**src/rtl/serial_adder_pkg.sv**
```systemverilog
// Shared definitions for the digit-serial adder: FSM encoding and parameter helpers.
package serial_adder_pkg;

  typedef logic [1:0] state_t;

  localparam state_t ST_IDLE = 2'd0;
  localparam state_t ST_RUN  = 2'd1;
  localparam state_t ST_DONE = 2'd2;

  function automatic int calc_steps(input int width, input int digit);
    return width / digit;
  endfunction

  // A single-step configuration still keeps a 1-bit counter so ports/regs never go zero-width.
  function automatic int calc_cnt_w(input int width, input int digit);
    int steps;
    steps = width / digit;
    return (steps <= 1) ? 1 : $clog2(steps);
  endfunction

  function automatic bit params_ok(input int width, input int digit);
    return (width >= 2) && (digit >= 1) && (digit <= width) && ((width % digit) == 0);
  endfunction

endpackage

```
**src/rtl/serial_adder_fa_slice.sv**
```systemverilog
// DIGIT-bit combinational ripple of full-adder bits; also exposes the carry into the
// slice MSB so the parent can derive two's-complement overflow.
module fa_slice #(
  parameter int DIGIT = 4
) (
  input  logic [DIGIT-1:0] a_i,
  input  logic [DIGIT-1:0] b_i,
  input  logic             c_i,
  output logic [DIGIT-1:0] s_o,
  output logic             c_o,
  output logic             c_msb_o
);

  logic [DIGIT:0] c;

  always_comb begin
    c    = '0;
    s_o  = '0;
    c[0] = c_i;
    for (int i = 0; i < DIGIT; i++) begin
      s_o[i]   = a_i[i] ^ b_i[i] ^ c[i];
      c[i+1]   = (a_i[i] & b_i[i]) | (c[i] & (a_i[i] ^ b_i[i]));
    end
  end

  assign c_o     = c[DIGIT];
  assign c_msb_o = c[DIGIT-1];

endmodule

```
**src/rtl/serial_adder.sv**
```systemverilog
// Digit-serial add/subtract, LSB digit first, with valid/ready on both sides.
//   state   | meaning
//   ST_IDLE | ready for operands
//   ST_RUN  | one digit per cycle through fa_slice, carry held in carry_q
//   ST_DONE | result, cout and ovf presented until out_ready
module serial_adder
  import serial_adder_pkg::*;
#(
  parameter int WIDTH = 16,
  parameter int DIGIT = 4
) (
  input  logic             clk,
  input  logic             rst,
  input  logic             in_valid,
  output logic             in_ready,
  input  logic [WIDTH-1:0] a,
  input  logic [WIDTH-1:0] b,
  input  logic             cin,
  input  logic             sub,
  output logic             out_valid,
  input  logic             out_ready,
  output logic [WIDTH-1:0] sum,
  output logic             cout,
  output logic             ovf
);

  localparam int STEPS = calc_steps(WIDTH, DIGIT);
  localparam int CNT_W = calc_cnt_w(WIDTH, DIGIT);
  localparam logic [CNT_W-1:0] LAST_STEP = CNT_W'(STEPS - 1);

  if (!params_ok(WIDTH, DIGIT)) begin : g_param_check
    $error("serial_adder: WIDTH must be >= 2 and a multiple of DIGIT");
  end

  state_t           state_q, state_d;
  logic [WIDTH-1:0] a_q, a_d, b_q, b_d, sum_q, sum_d;
  logic             sub_q, sub_d, carry_q, carry_d, cout_q, cout_d, ovf_q, ovf_d;
  logic [CNT_W-1:0] step_q, step_d;

  logic [DIGIT-1:0] b_dig, dig_sum;
  logic             dig_cout, dig_cmsb;
  logic [WIDTH-1:0] dig_sum_ext;

  // Operands shift right each step, so the active digit is always the low DIGIT bits.
  assign b_dig       = sub_q ? ~b_q[DIGIT-1:0] : b_q[DIGIT-1:0];
  assign dig_sum_ext = WIDTH'(dig_sum) << (WIDTH - DIGIT);

  fa_slice #(.DIGIT(DIGIT)) u_slice (
    .a_i     (a_q[DIGIT-1:0]),
    .b_i     (b_dig),
    .c_i     (carry_q),
    .s_o     (dig_sum),
    .c_o     (dig_cout),
    .c_msb_o (dig_cmsb)
  );

  always_comb begin
    state_d = state_q;
    a_d     = a_q;
    b_d     = b_q;
    sub_d   = sub_q;
    carry_d = carry_q;
    step_d  = step_q;
    sum_d   = sum_q;
    cout_d  = cout_q;
    ovf_d   = ovf_q;
    case (state_q)
      ST_IDLE: begin
        if (in_valid) begin
          a_d     = a;
          b_d     = b;
          sub_d   = sub;
          carry_d = sub ? ~cin : cin;
          step_d  = '0;
          state_d = ST_RUN;
        end
      end
      ST_RUN: begin
        a_d     = a_q >> DIGIT;
        b_d     = b_q >> DIGIT;
        carry_d = dig_cout;
        sum_d   = (sum_q >> DIGIT) | dig_sum_ext;
        if (step_q == LAST_STEP) begin
          cout_d  = dig_cout;
          ovf_d   = dig_cout ^ dig_cmsb;
          state_d = ST_DONE;
        end else begin
          step_d = step_q + 1'b1;
        end
      end
      ST_DONE: begin
        if (out_ready) state_d = ST_IDLE;
      end
      default: state_d = ST_IDLE;
    endcase
  end

  always_ff @(posedge clk) begin
    if (rst) begin
      state_q <= ST_IDLE;
      a_q     <= '0;
      b_q     <= '0;
      sub_q   <= 1'b0;
      carry_q <= 1'b0;
      step_q  <= '0;
      sum_q   <= '0;
      cout_q  <= 1'b0;
      ovf_q   <= 1'b0;
    end else begin
      state_q <= state_d;
      a_q     <= a_d;
      b_q     <= b_d;
      sub_q   <= sub_d;
      carry_q <= carry_d;
      step_q  <= step_d;
      sum_q   <= sum_d;
      cout_q  <= cout_d;
      ovf_q   <= ovf_d;
    end
  end

  assign in_ready  = (state_q == ST_IDLE);
  assign out_valid = (state_q == ST_DONE);
  assign sum       = sum_q;
  assign cout      = cout_q;
  assign ovf       = ovf_q;

endmodule

```
**config.mk**
```make
export PLATFORM = sky130hd
export DESIGN_NAME = serial_adder
export DESIGN_NICKNAME = d
export VERILOG_FILES = /design/src/rtl/serial_adder_pkg.sv /design/src/rtl/serial_adder_fa_slice.sv /design/src/rtl/serial_adder.sv
export SDC_FILE = /design/constraint.sdc
export NUM_CORES = 1
export LEC_CHECK = 0
export ABC_AREA = 0
export CAP_MARGIN = 20
export CORE_ASPECT_RATIO = 1.2
export CORE_MARGIN = 2
export CORE_UTILIZATION = 50
export CTS_CLUSTER_SIZE = 20
export DETAILED_ROUTE_END_ITERATION = 12
export PLACE_DENSITY_LB_ADDON = 0.15
export SLEW_MARGIN = 20
export SYNTH_ARGS = -nofsm -noshare
export SYNTH_HDL_FRONTEND = slang
export SYNTH_SLANG_ARGS = --single-unit
```
**constraint.sdc**
```tcl
create_clock -name clk -period 2.7 [get_ports clk]
set_input_delay 0.54 -clock clk [delete_from_list [all_inputs] [get_ports clk]]
set_output_delay 0.54 -clock clk [all_outputs]
set_load 0.02 [all_outputs]
```
==> impl_summary.txt <==
----------------------------------------------------
[Clocking]
  Count of cells resized by post-cts repair ... 0
  Inserted Clock Buffers ... 5
  Largest buffer count on any clock path ... 2
  CTS Root Cell ... clkbuf_8
  Post-CTS setup buffers ... 0
  H-Tree Level Count ... 2
  Count of hold buffers inserted by post-cts repair ... 0
  TritonCTS clock tree ... built
  CTS clock-pin slew for the worst setup and hold paths ... 0.10 ns
  Sinks on the clock net ... 56
  Clock latency on the worst-skew pair ... 0.31 ns

[Floorplan]
  Die outline height ... 83.7 um
  Number of placement rows ... 29
  Initial core utilization ... 51.0%
  Horizontal extent of the die ... 70.4 um
  I/O pin cnt ... 58
  DIE AREA ... 0.00590 sq mm
  Core Box Area ... 0.00519 sq mm

[Drt]
  Antenna Nets Post-Route ... 0
  Wire length per cell after detailed routing ... 13.4 um
  Vias ... 2046
  1st-pass router iterations ... 4
  Ratio of routed vias to standard cells ... 5.27
  DRC errors left ... 0
  Total length of routed wires ... 5210 um
  Number of design-rule violations left by the first detailed-router iteration ... 138

[Synthesis]
  Dominant register cell in the synthesized netlist ... dfxtp_1
  Sequential element share of the synthesized area ... 42.3%
  Summed instance area of the synthesized netlist ... approximately 0.0026 sq mm
  Count of different cell masters after synthesis ... 35
  Library cell with the highest instance count after synthesis ... dfxtp_1
  Proportion of netlist area held by the largest area contributor ... 42.3%
  Number of instances in the synthesized netlist ... 280
  Most instantiated cells after synthesis ... dfxtp_1, nand2_1, nor2_1, a211oi_2, a21oi_1
  Cell taking the most area after synthesis ... dfxtp_1
  Share of synthesized flip-flops with an asynchronous set or reset ... 0%
  Synth top area cells ... dfxtp_1, a211oi_2, nand2_1
  Average footprint of a synthesized cell ... 9.46 sq um
  Number of flops mapped to enable cells by yosys ... 0
  Post-synth net total ... between 300 and 400
  Number of warnings printed during yosys synthesis ... 0
  Number of synthesized register bits ... 56

[Global route]
  Gr usage total ... 18.6%
  Pin count of the biggest net entering global routing ... 57
  GR Overflow Total ... 0
  Number of global-route vias before repair ... 1916
  Global-route wire length before repair ... 8810 um
  Number of antenna violations at the first check in global routing ... 0

[STA]
  Setup Total Neg Slack ... 0 ns
  Min Tclk post-route ... roughly 2.5 ns
  Pins over their slew limit ... 0
  Number of endpoints with negative hold slack in the final report ... 0
  Worst slew margin relative to its limit ... roughly 50%
  Final count of negative-setup-slack endpoints ... 0
  Actual transition at the worst max-transition pin ... 0.745 ns
  Ratio of final minimum period to clock period ... about nine tenths
  Achievable clock frequency ... 406 MHz
  Setup repair after global routing missed its margin ... false
  Worst clock skew ... between 0.004 and 0.005 ns

[Worst setup path]
  Req. time, crit path ... 2.95 ns
  Data arrival at the endpoint of the critical path ... 2.71 ns
  Crit end category ... flop
  Startpoint Class ... flop
  WS Path Type ... flop to flop
  Worst-path fanout max ... 5

[Placement]
  DP Wirelength ... 3430 um
  RePlAce Congestion ... 0.767
  PortBufs ... 57
  Cell count after placement ... between 300 and 400

[Cells and area]
  Signed area change from the synthesized netlist to the final layout ... 23.9%
  Final cell count without fillers ... 388
  Ratio of cells with drive above 1 in the final layout ... 19.9%
  Diodes inserted ... 0
  Nets ... 368

[Worst hold path]
  Type of the tightest min-delay check ... flop to flop

[Job]
  Count of max-cap constraint violations ... 0

[Power]
  Power per standard cell area ... 566 mW/mm^2
  VDD IR max ... 340 uV
  Standby leakage power ... 0.00120 uW

[Run status]
  Result of the run ... completed

----------------------------------------------------
cells in the final DEF, fill, tap and decap left out, types with 2 or more instances in the layout:
| cell type | instances |
|---|---|
| nor2_1 | 37 |
| fa_1 | 4 |
| xor2_1 | 3 |
| a21oi_1 | 21 |
| nand2_1 | 53 |
| xnor2_1 | 3 |
| inv_1 | 6 |
| clkdlybuf4s50_1 | 56 |
| a22oi_1 | 8 |
| nand3b_1 | 2 |
| a211oi_2 | 23 |
| a21oi_2 | 20 |
| buf_12 | 2 |
| o211ai_1 | 2 |
| a221oi_2 | 2 |
| clkbuf_8 | 5 |
| buf_4 | 2 |
| dfxtp_1 | 56 |
| mux2i_1 | 2 |
| nand2b_1 | 2 |
kinds of logic after synthesis:
family | count (synthesis) | synth area share [%]
flops | 56 | 42.3
buf+inv | 29 | 7.65
fa+ha+maj | 5 | 3.50
compound gates | 81 | 27.7
simple gates | 101 | 16.1
xor+xnor | 6 | 1.98
mux | 2 | 0.756
registers in the layout (all words and copies together), names as in the netlist:
register / count
cout: 1
carry_q: 1
sum: 16
sub_q: 1
ovf: 1
b_q: 16
state_q: 2
a_q: 16
step_q: 2
worst max-delay path, cell delays in order, from the launching register on:
cell and delay (ns):
dfxtp_1 0.46, xnor2_1 0.18, fa_1 0.19, inv_1 0.05
fa_1 0.34, inv_1 0.07, fa_1 0.20, inv_1 0.07
fa_1 0.43, xnor2_1 0.19, nand3_1 0.09, a21oi_1 0.14
power breakdown:
group	switching, uW	internal, uW
clock network	277	275
logic	203	180
registers	41.6	883
area by class of cell:
cell class / instances / area, sq um
clock buffers: 5 / 68.8
clock inverters: 3 / 42.5
fillers: 471 / 1910
inverters: 6 / 22.5
multi-input cells: 195 / 1330
flip-flops and latches: 56 / 1120
well taps: 62 / 77.6
repair buffers: 61 / 621
through the flow:
| stage | hold WS, ns | power (uW) | utilization (%) | setup WS (ns) | instance area (sq um) |
|---|---|---|---|---|---|
| after floorplan | 0.472 | 1220 | - | 0.326 | 2650 |
| after global placement | 0.443 | 1320 | 61.1 | 0.343 | 3170 |
| after detailed placement | 0.447 | 1330 | 61.1 | 0.273 | 3170 |
| after CTS | 0.462 | 1880 | 63.3 | 0.246 | 3280 |
| after global routing | 0.486 | 1950 | 63.3 | 0.0718 | 3280 |
| final | 0.458 | 1860 | 63.3 | 0.237 | 3280 |
path summary, 6_finish.rpt:
path / startpoint / endpoint / slack [ns] / cells after the start
worst max-delay path: sub_q / ovf / 0.24 / 11
worst min-delay path: sum[1] / sum[1] / 0.46 / 2
worst max register to register: sub_q / ovf / 0.24 / 11
worst min register to register: sum[1] / sum[1] / 0.46 / 2
layer usage:
metal	track usage, %	wire [um]	part of all wire, %	vias to the layer above
li1	-	-	-	1036
met1	24.0	2290	44	956
met2	30.8	2630	50	47
met3	3.62	209	4.0	7
met4	6.29	77	1.5	0
met5	0	0	0	-
No activity file was read; power rests on OpenSTA's default activity.
